### config.mk
export PLATFORM = sky130hd
export DESIGN_NAME = regfile_sb
export DESIGN_NICKNAME = d
export VERILOG_FILES = /design/src/rtl/regfile_sb.sv
export SDC_FILE = /design/constraint.sdc
export NUM_CORES = 2
export LEC_CHECK = 0
export ABC_AREA = 0
export BUFFER_PORTS_ARGS = -buffer_cell sky130_fd_sc_hd__buf_4
export CAP_MARGIN = 20
export CORE_ASPECT_RATIO = 0.8
export CORE_UTILIZATION = 26
export DETAILED_ROUTE_END_ITERATION = 6
export PLACE_DENSITY_LB_ADDON = 0.15
export SYNTH_ARGS = -nofsm -noshare
export SYNTH_HDL_FRONTEND = slang
export SYNTH_SLANG_ARGS = --single-unit
### constraint.sdc
create_clock -name clk -period 6.8 [get_ports clk]
set_clock_uncertainty 0.2 [all_clocks]
set_input_delay 1.7 -clock clk [delete_from_list [all_inputs] [get_ports clk]]
set_output_delay 1.7 -clock clk [all_outputs]
set_load 0.005 [all_outputs]
### src/rtl/regfile_sb.sv
// Multi-port register file with optional hardwired r0, write-to-read bypass and a
// pending-write scoreboard used by pipeline hazard logic to stall consumers.
module regfile_sb #(
   parameter int unsigned DATA_W   = 32,
   parameter int unsigned ADDR_W   = 5,
   parameter int unsigned NUM_READ = 2,
   parameter bit          ZERO_REG = 1'b1,
   parameter bit          BYPASS   = 1'b1
) (
   input  logic                         clk,
   input  logic                         rst_n,
   input  logic                         we,
   input  logic [ADDR_W-1:0]            waddr,
   input  logic [DATA_W-1:0]            wdata,
   input  logic [NUM_READ*ADDR_W-1:0]   raddr,
   output logic [NUM_READ*DATA_W-1:0]   rdata,
   output logic [NUM_READ-1:0]          rbusy,
   input  logic                         issue_en,
   input  logic [ADDR_W-1:0]            issue_addr,
   output logic [ADDR_W:0]              pend_cnt
);

   localparam int unsigned Depth = 2 ** ADDR_W;

   if (NUM_READ < 1 || NUM_READ > 4) begin : g_num_read_chk
      $error("regfile_sb: NUM_READ must be in 1..4");
   end

   logic [DATA_W-1:0] rf_q [Depth];
   logic [Depth-1:0]  pend_q, pend_d;
   logic [ADDR_W:0]   cnt_q, cnt_d;
   logic              wr_ok, iss_ok, set_new, clr_old;

   // r0 is neither writable nor issuable when hardwired to zero
   assign wr_ok  = we && !(ZERO_REG && (waddr == '0));
   assign iss_ok = issue_en && !(ZERO_REG && (issue_addr == '0));

   always_comb begin
      pend_d = pend_q;
      if (wr_ok) pend_d[waddr] = 1'b0;
      // Set applied last: a newly issued producer supersedes the completing one
      if (iss_ok) pend_d[issue_addr] = 1'b1;
   end

   // Incremental count tracks popcount(pend_d) without an adder tree
   assign set_new = iss_ok && !pend_q[issue_addr];
   assign clr_old = wr_ok && pend_q[waddr] && !(iss_ok && (issue_addr == waddr));

   always_comb begin
      cnt_d = cnt_q + (ADDR_W + 1)'(set_new) - (ADDR_W + 1)'(clr_old);
   end

   always_ff @(posedge clk or negedge rst_n) begin
      if (!rst_n) begin
         for (int unsigned i = 0; i < Depth; i++) rf_q[i] <= '0;
         pend_q <= '0;
         cnt_q  <= '0;
      end else begin
         if (wr_ok) rf_q[waddr] <= wdata;
         pend_q <= pend_d;
         cnt_q  <= cnt_d;
      end
   end

   assign pend_cnt = cnt_q;

   for (genvar i = 0; i < NUM_READ; i++) begin : g_rd
      logic [ADDR_W-1:0] ra;
      logic              zero_hit, byp_hit;

      assign ra       = raddr[i*ADDR_W +: ADDR_W];
      assign zero_hit = ZERO_REG && (ra == '0);
      assign byp_hit  = BYPASS && we && (waddr == ra);

      assign rdata[i*DATA_W +: DATA_W] = zero_hit ? '0 : (byp_hit ? wdata : rf_q[ra]);
      assign rbusy[i] = pend_q[ra] && !byp_hit && !zero_hit;
   end

endmodule

# Word level (Yosys, flattened, before mapping)
# Index checks and enable logic that the tools add are counted.
[totals] output_inout_bits=72 wordCells=109 register_bits=1062 in_bits=56
[op_classes] n_lt_le_gt_ge=10 addsub=2 n_eq_ne=3 n_mux=27 n_reduce_logical=27 n_bitwise=6
[ops] cell="bitwise mux 1024 bit" count=1
[ops] cell="two-way mux 32 bit" count=11
[ops] cell="binary-select mux 32 bit (select 5 bit)" count=2
[ops] cell="demux 32 bit (select 5 bit)" count=1
[ops] cell="AND 32 bit" count=1
[ops] cell="inverter 32 bit" count=1
[ops] cell="bitwise OR 32 bit" count=1
[ops] cell="< comparator 5 x 6 -> 1 bit (second input constant)" count=4
[ops] cell="binary-select mux 1 bit (select 5 bit)" count=4
[ops] cell="logical NOT 5 bit" count=4
[ops] cell=">= comparator 6 bit (second input constant)" count=3
[ops] cell="inverter 5 -> 6 bit" count=3
[ops] cell="equality test 5 bit" count=3
[ops] cell="logical AND 1 bit" count=15
[ops] cell="demux 1 bit (select 5 bit)" count=2
[ops] cell=">= comparator 5 x 1 -> 1 bit (second input constant)" count=2
[ops] cell="logical NOT 1 bit" count=8
[ops] cell="adder 6 x 1 -> 6 bit" count=1
[ops] cell="< comparator 6 x 1 -> 1 bit (second input constant)" count=1
[ops] cell="two-way mux 1 bit" count=6
[ops] cell="subtractor 6 x 1 -> 6 bit" count=1

# Logic depth before layout (Yosys ltp)
[logic_depth] ltp_word=9 ltp_mapped=15 ltp_nobuf=13

# Worst setup path after synthesis
# No wires, ideal clock.
[synth_timing] kind="input-to-output" from="input port raddr[5]" to="output port rdata[32]" arrival_ns=3.308 slack_ns=1.592 stages=7 n_path_buf=3 t_required_ns=4.900 cell_sequence="buf_6 > buf_6 > buf_2 > mux4_2 > a22oi_1 > nand3_1 > a32o_1"
[synth_between] elab_chain_len=6 elab_cells_between_ends=9 cone_classes="1 x eq/ne; 5 x mux; 1 x bitwise; 2 x reduce/logical"
[synth_rtl] element="start, declared" line="15" source="input logic [NUM_READ*ADDR_W-1:0] raddr,"
[synth_rtl] element="inverter 5 -> 6 bit (implied by the code)" line="75" source="assign rdata[i*DATA_W +: DATA_W] = zero_hit ? '0 : (byp_hit ? wdata : rf_q[ra]);"
[synth_rtl] element="binary-select mux 32 bit (select 5 bit)" line="75"
[synth_rtl] element="two-way mux 32 bit (implied by the code) (2 in series)" line="75"
[synth_rtl] element="two-way mux 32 bit" line="75"
[synth_rtl] element="two-way mux 32 bit *" line="75"
[synth_rtl] element="end, declared" line="16" source="output logic [NUM_READ*DATA_W-1:0] rdata,"
# Mark *: on every way between the ends. The rest lies on a longest branch, timed or not. The select of a mux whose other input is x is not followed.

# Final worst setup path
[layout_timing] from="input port raddr[9]" to="output port rbusy[1]"
[layout_between] elab_chain_len=5 elab_cells_between_ends=9 cone_classes="1 x eq/ne; 2 x mux; 6 x reduce/logical"
[layout_rtl] element="branches (longest 4 deep; another with binary-select mux 1 bit (select 5 bit))"
[layout_rtl] element="logical AND 1 bit *" line="76" source="assign rbusy[i] = pend_q[ra] && !byp_hit && !zero_hit;"
[layout_rtl] element="end, declared" line="17" source="output logic [NUM_READ-1:0] rbusy,"
# Every way passes the cells marked *. The select of a mux whose other input is x is not followed.

==> flow_summary.json <==
{
  "seq_area_frac_synth_pct": 45.7,
  "cts_sinks": 1062,
  "htree_num_levels": 4,
  "run_status": "complete, no violations",
  "synth_cell_types": 77,
  "clk_path_buf_depth": 3,
  "final_hold_viol_count": 0,
  "cts_tree": "built",
  "critical_path_peak_fanout": 22,
  "p_switching_uw": 5760,
  "synth_area_per_cell_sq_um": 14.2,
  "port_buffers": 127,
  "synth_top_cells_by_area": "dfrtp_1, mux2_2, mux4_2, mux2i_1, clkbuf_1",
  "max_freq_mhz": 153,
  "finalInstanceArea_sq_um": 66900,
  "chipWidth_microns": 531,
  "worst_path_most_repeated_cell": "buf_4",
  "routed_via_density": 5.45,
  "hpwlAfterDp_microns": 146000,
  "worst-r2r-setup-slack_ns": 3.44,
  "drt_pass1_iterations": 5,
  "max-cap-violations": 0,
  "cts_buffers": 134,
  "post-route-util_pct": 30.3,
  "synth_enable_flop_cells": 0,
  "post-synth-top-area-fraction_pct": 45.7,
  "cpPeakStageDelay_ns": 0.99,
  "grt_usage_pct": 21.2,
  "critPathArrivalTime_ns": 4.65,
  "slew_headroom_pct": 20.9,
  "reg2reg_from": "pend_q[8]",
  "final_antenna_net_count": 0,
  "num-fill-cells": 22300,
  "grt_pass1_vias": 39700,
  "placed_area_sq_um": 62500,
  "worstSkewPairLatency_ns": 0.78,
  "drc": 0,
  "min_period_ns": 6.55,
  "clkTransAtPathRegs_ns": 0.05,
  "critPathLaunch": "raddr[9]",
  "required_time_worst_endpoint_ns": 4.90,
  "min-delay-path-class": "flop to flop",
  "totalWireLength_microns": 239000,
  "drive_above_1_share_pct": 48.1,
  "critical_path_cell_by_cell": "buf_4, buf_4, nor2_4, buf_4, a2111oi_1, buf_4, buf_4",
  "clkPwrFrac_pct": 36.4,
  "setup_repair_after_global_routing_missed_its_margin": "no",
  "seqPwrFrac_pct": 42.6,
  "report.final.setup_viol": 0,
  "critical_path_buf_inv_count": 5,
  "finalMaxSlewViolations": 0,
  "power_switching_share_pct": 28.9,
  "power_density_nw_per_um2": 298,
  "worstSetupEndpoint": "rbusy[1]",
  "syn_area_sq_um": 58200,
  "pwr-share-comb_pct": 21.0,
  "grt_overflow_total": 0,
  "timing_worst_setup_path_type": "primary input to output port",
  "synthesis.instances": 4095,
  "effective_utilization_at_floorplan_pct": 26.3,
  "die_area_sq_um": 226000,
  "post_cts_setup_buffers": 0,
  "power_leakage_uw": 0.0284,
  "hold_fix_buffer_count_after_cts": 0,
  "global_route_wire_length_before_repair_microns": 338000,
  "coreArea_sq_um": 221000,
  "largest_net_degree_at_the_start_of_global_routing": 147,
  "postSynthNetCount": 4158,
  "largest_area_contributor_in_the_netlist": "dfrtp_1",
  "floorplan.rows": 154,
  "cts.root.buffer_cell": "clkbuf_16",
  "post-layout-total-power_uw": 19900,
  "area.growth.synth_to_final_pct": 15.1,
  "timing.critical_path.slowest_stage_cell": "a2111oi_1",
  "startpoint_type": "primary input",
  "reg2regPathDepth": 12,
  "ys_async_sr_fraction_pct": 100,
  "worst_slew_pin_slew_ns": 1.19,
  "critical_path_depth": 7,
  "detailroute.via_count": 39000,
  "cp_top_family": "buffers and inverters",
  "reg2reg_to": "pend_cnt[4]",
  "grt_antenna_before_repair": 18,
  "synth.most_common_cell": "dfrtp_1",
  "place.gp.congestion": 0.792,
  "dr.first_iter.drc_count": 3328,
  "fin_nets": 4147,
  "post_cts.resized_instances": 1,
  "final_min_period_over_clock_period_pct": 96.4,
  "vdd_ir_drop_max_v": 0.000158,
  "routed_wire_length_per_instance_microns": 33.5,
  "intPower_uw": 14200,
  "endpoint_kind": "output port",
  "number_of_synthesized_register_bits": 1062,
  "top_level_ports": 128,
  "die_h_microns": 425,
  "leading_cell_types_by_count_after_synthesis": "dfrtp_1, mux2_2, mux4_2",
  "ys_dominant_reg_cell": "dfrtp_1",
  "ys.warnings.count": 0
}
-- area by class of cell --
type	count	area (sq um)	area share, %
inverters	12	46.3	0.0692
flip-flops and latches	1062	26600	39.7
clock inverters	30	322	0.480
clock buffers	202	4080	6.09
diodes	3	7.51	0.0112
well taps	2964	3710	5.54
multi-input cells	2568	29400	43.9
repair buffers	306	2800	4.19
-- cells by family after synthesis --
logic type | synth area share, %
muxes | 40.1
DFF | 45.7
AOI/OAI and AO/OA | 5.61
buffers and inverters | 4.33
and+or+nand+nor | 3.83
xor gates and xnor gates | 0.301
adders and majority gates | 0.163
-- layer usage --
layer	part of all wire, %	track usage, %	vias to the layer above
met5	0.018	0	-
met4	2.8	6.04	10
met3	5.2	3.50	299
met2	45	32.3	1228
met1	47	30.9	21600
li1	-	-	15800
-- worst min-delay path by stage --
stage	start	to	slack, ns	depth (start not counted)
after floorplan	rf_q[1000]	rf_q[1000]	0.24	1
after global placement	rf_q[1001]	rf_q[1001]	0.18	0
after detailed placement	rf_q[1021]	rf_q[1021]	0.18	0
after CTS	rf_q[1009]	rf_q[1009]	0.20	0
after global routing	rf_q[1015]	rf_q[1015]	0.21	0
final	rf_q[1002]	rf_q[1002]	0.19	0
-- power by group through the flow --
| stage | combinational (uW) | clock [uW] | sequential, uW |
|---|---|---|---|
| 4_1_cts | 4220 | 7430 | 8460 |
| 3_3_place_gp | 4160 | 0 | 8550 |
| 3_5_place_dp | 4210 | 0 | 8570 |
| 2_1_floorplan | 3000 | 0 | 8210 |
| 5_1_grt | 4490 | 7670 | 8660 |
| 6_report | 4190 | 7250 | 8500 |
-- per-stage QoR --
| stage | TNS, ns | setup WS [ns] | instances | hold WS (ns) |
|---|---|---|---|---|
| 2_1_floorplan | 0 | 1.59 | 4095 | 0.241 |
| 4_1_cts | 0 | 0.163 | 7143 | 0.196 |
| 6_report | 0 | 0.247 | 7147 | 0.193 |
| 3_5_place_dp | -0.0522 | -0.0522 | 6911 | 0.184 |
| 3_3_place_gp | -0.111 | -0.111 | 6911 | 0.176 |
| 5_1_grt | 0 | 0.198 | 7145 | 0.206 |
-- layout by cell type (no fill, tap or decap), types with 43 or more instances in the layout --
cell,n
o21ai_0,97
dfrtp_1,1062
mux2i_1,168
nor2_1,52
mux4_2,445
nand3_1,86
a221oi_1,43
a21oi_1,61
buf_4,263
o22ai_1,63
a22oi_1,74
nand2_1,140
clkbuf_16,140
mux2_2,981
-- state kept, by name, indices dropped and copies added, names as in the netlist --
name	flops
pend_q	32
pend_cnt	6
rf_q	1024
No activity file was read; power rests on OpenSTA's default activity.
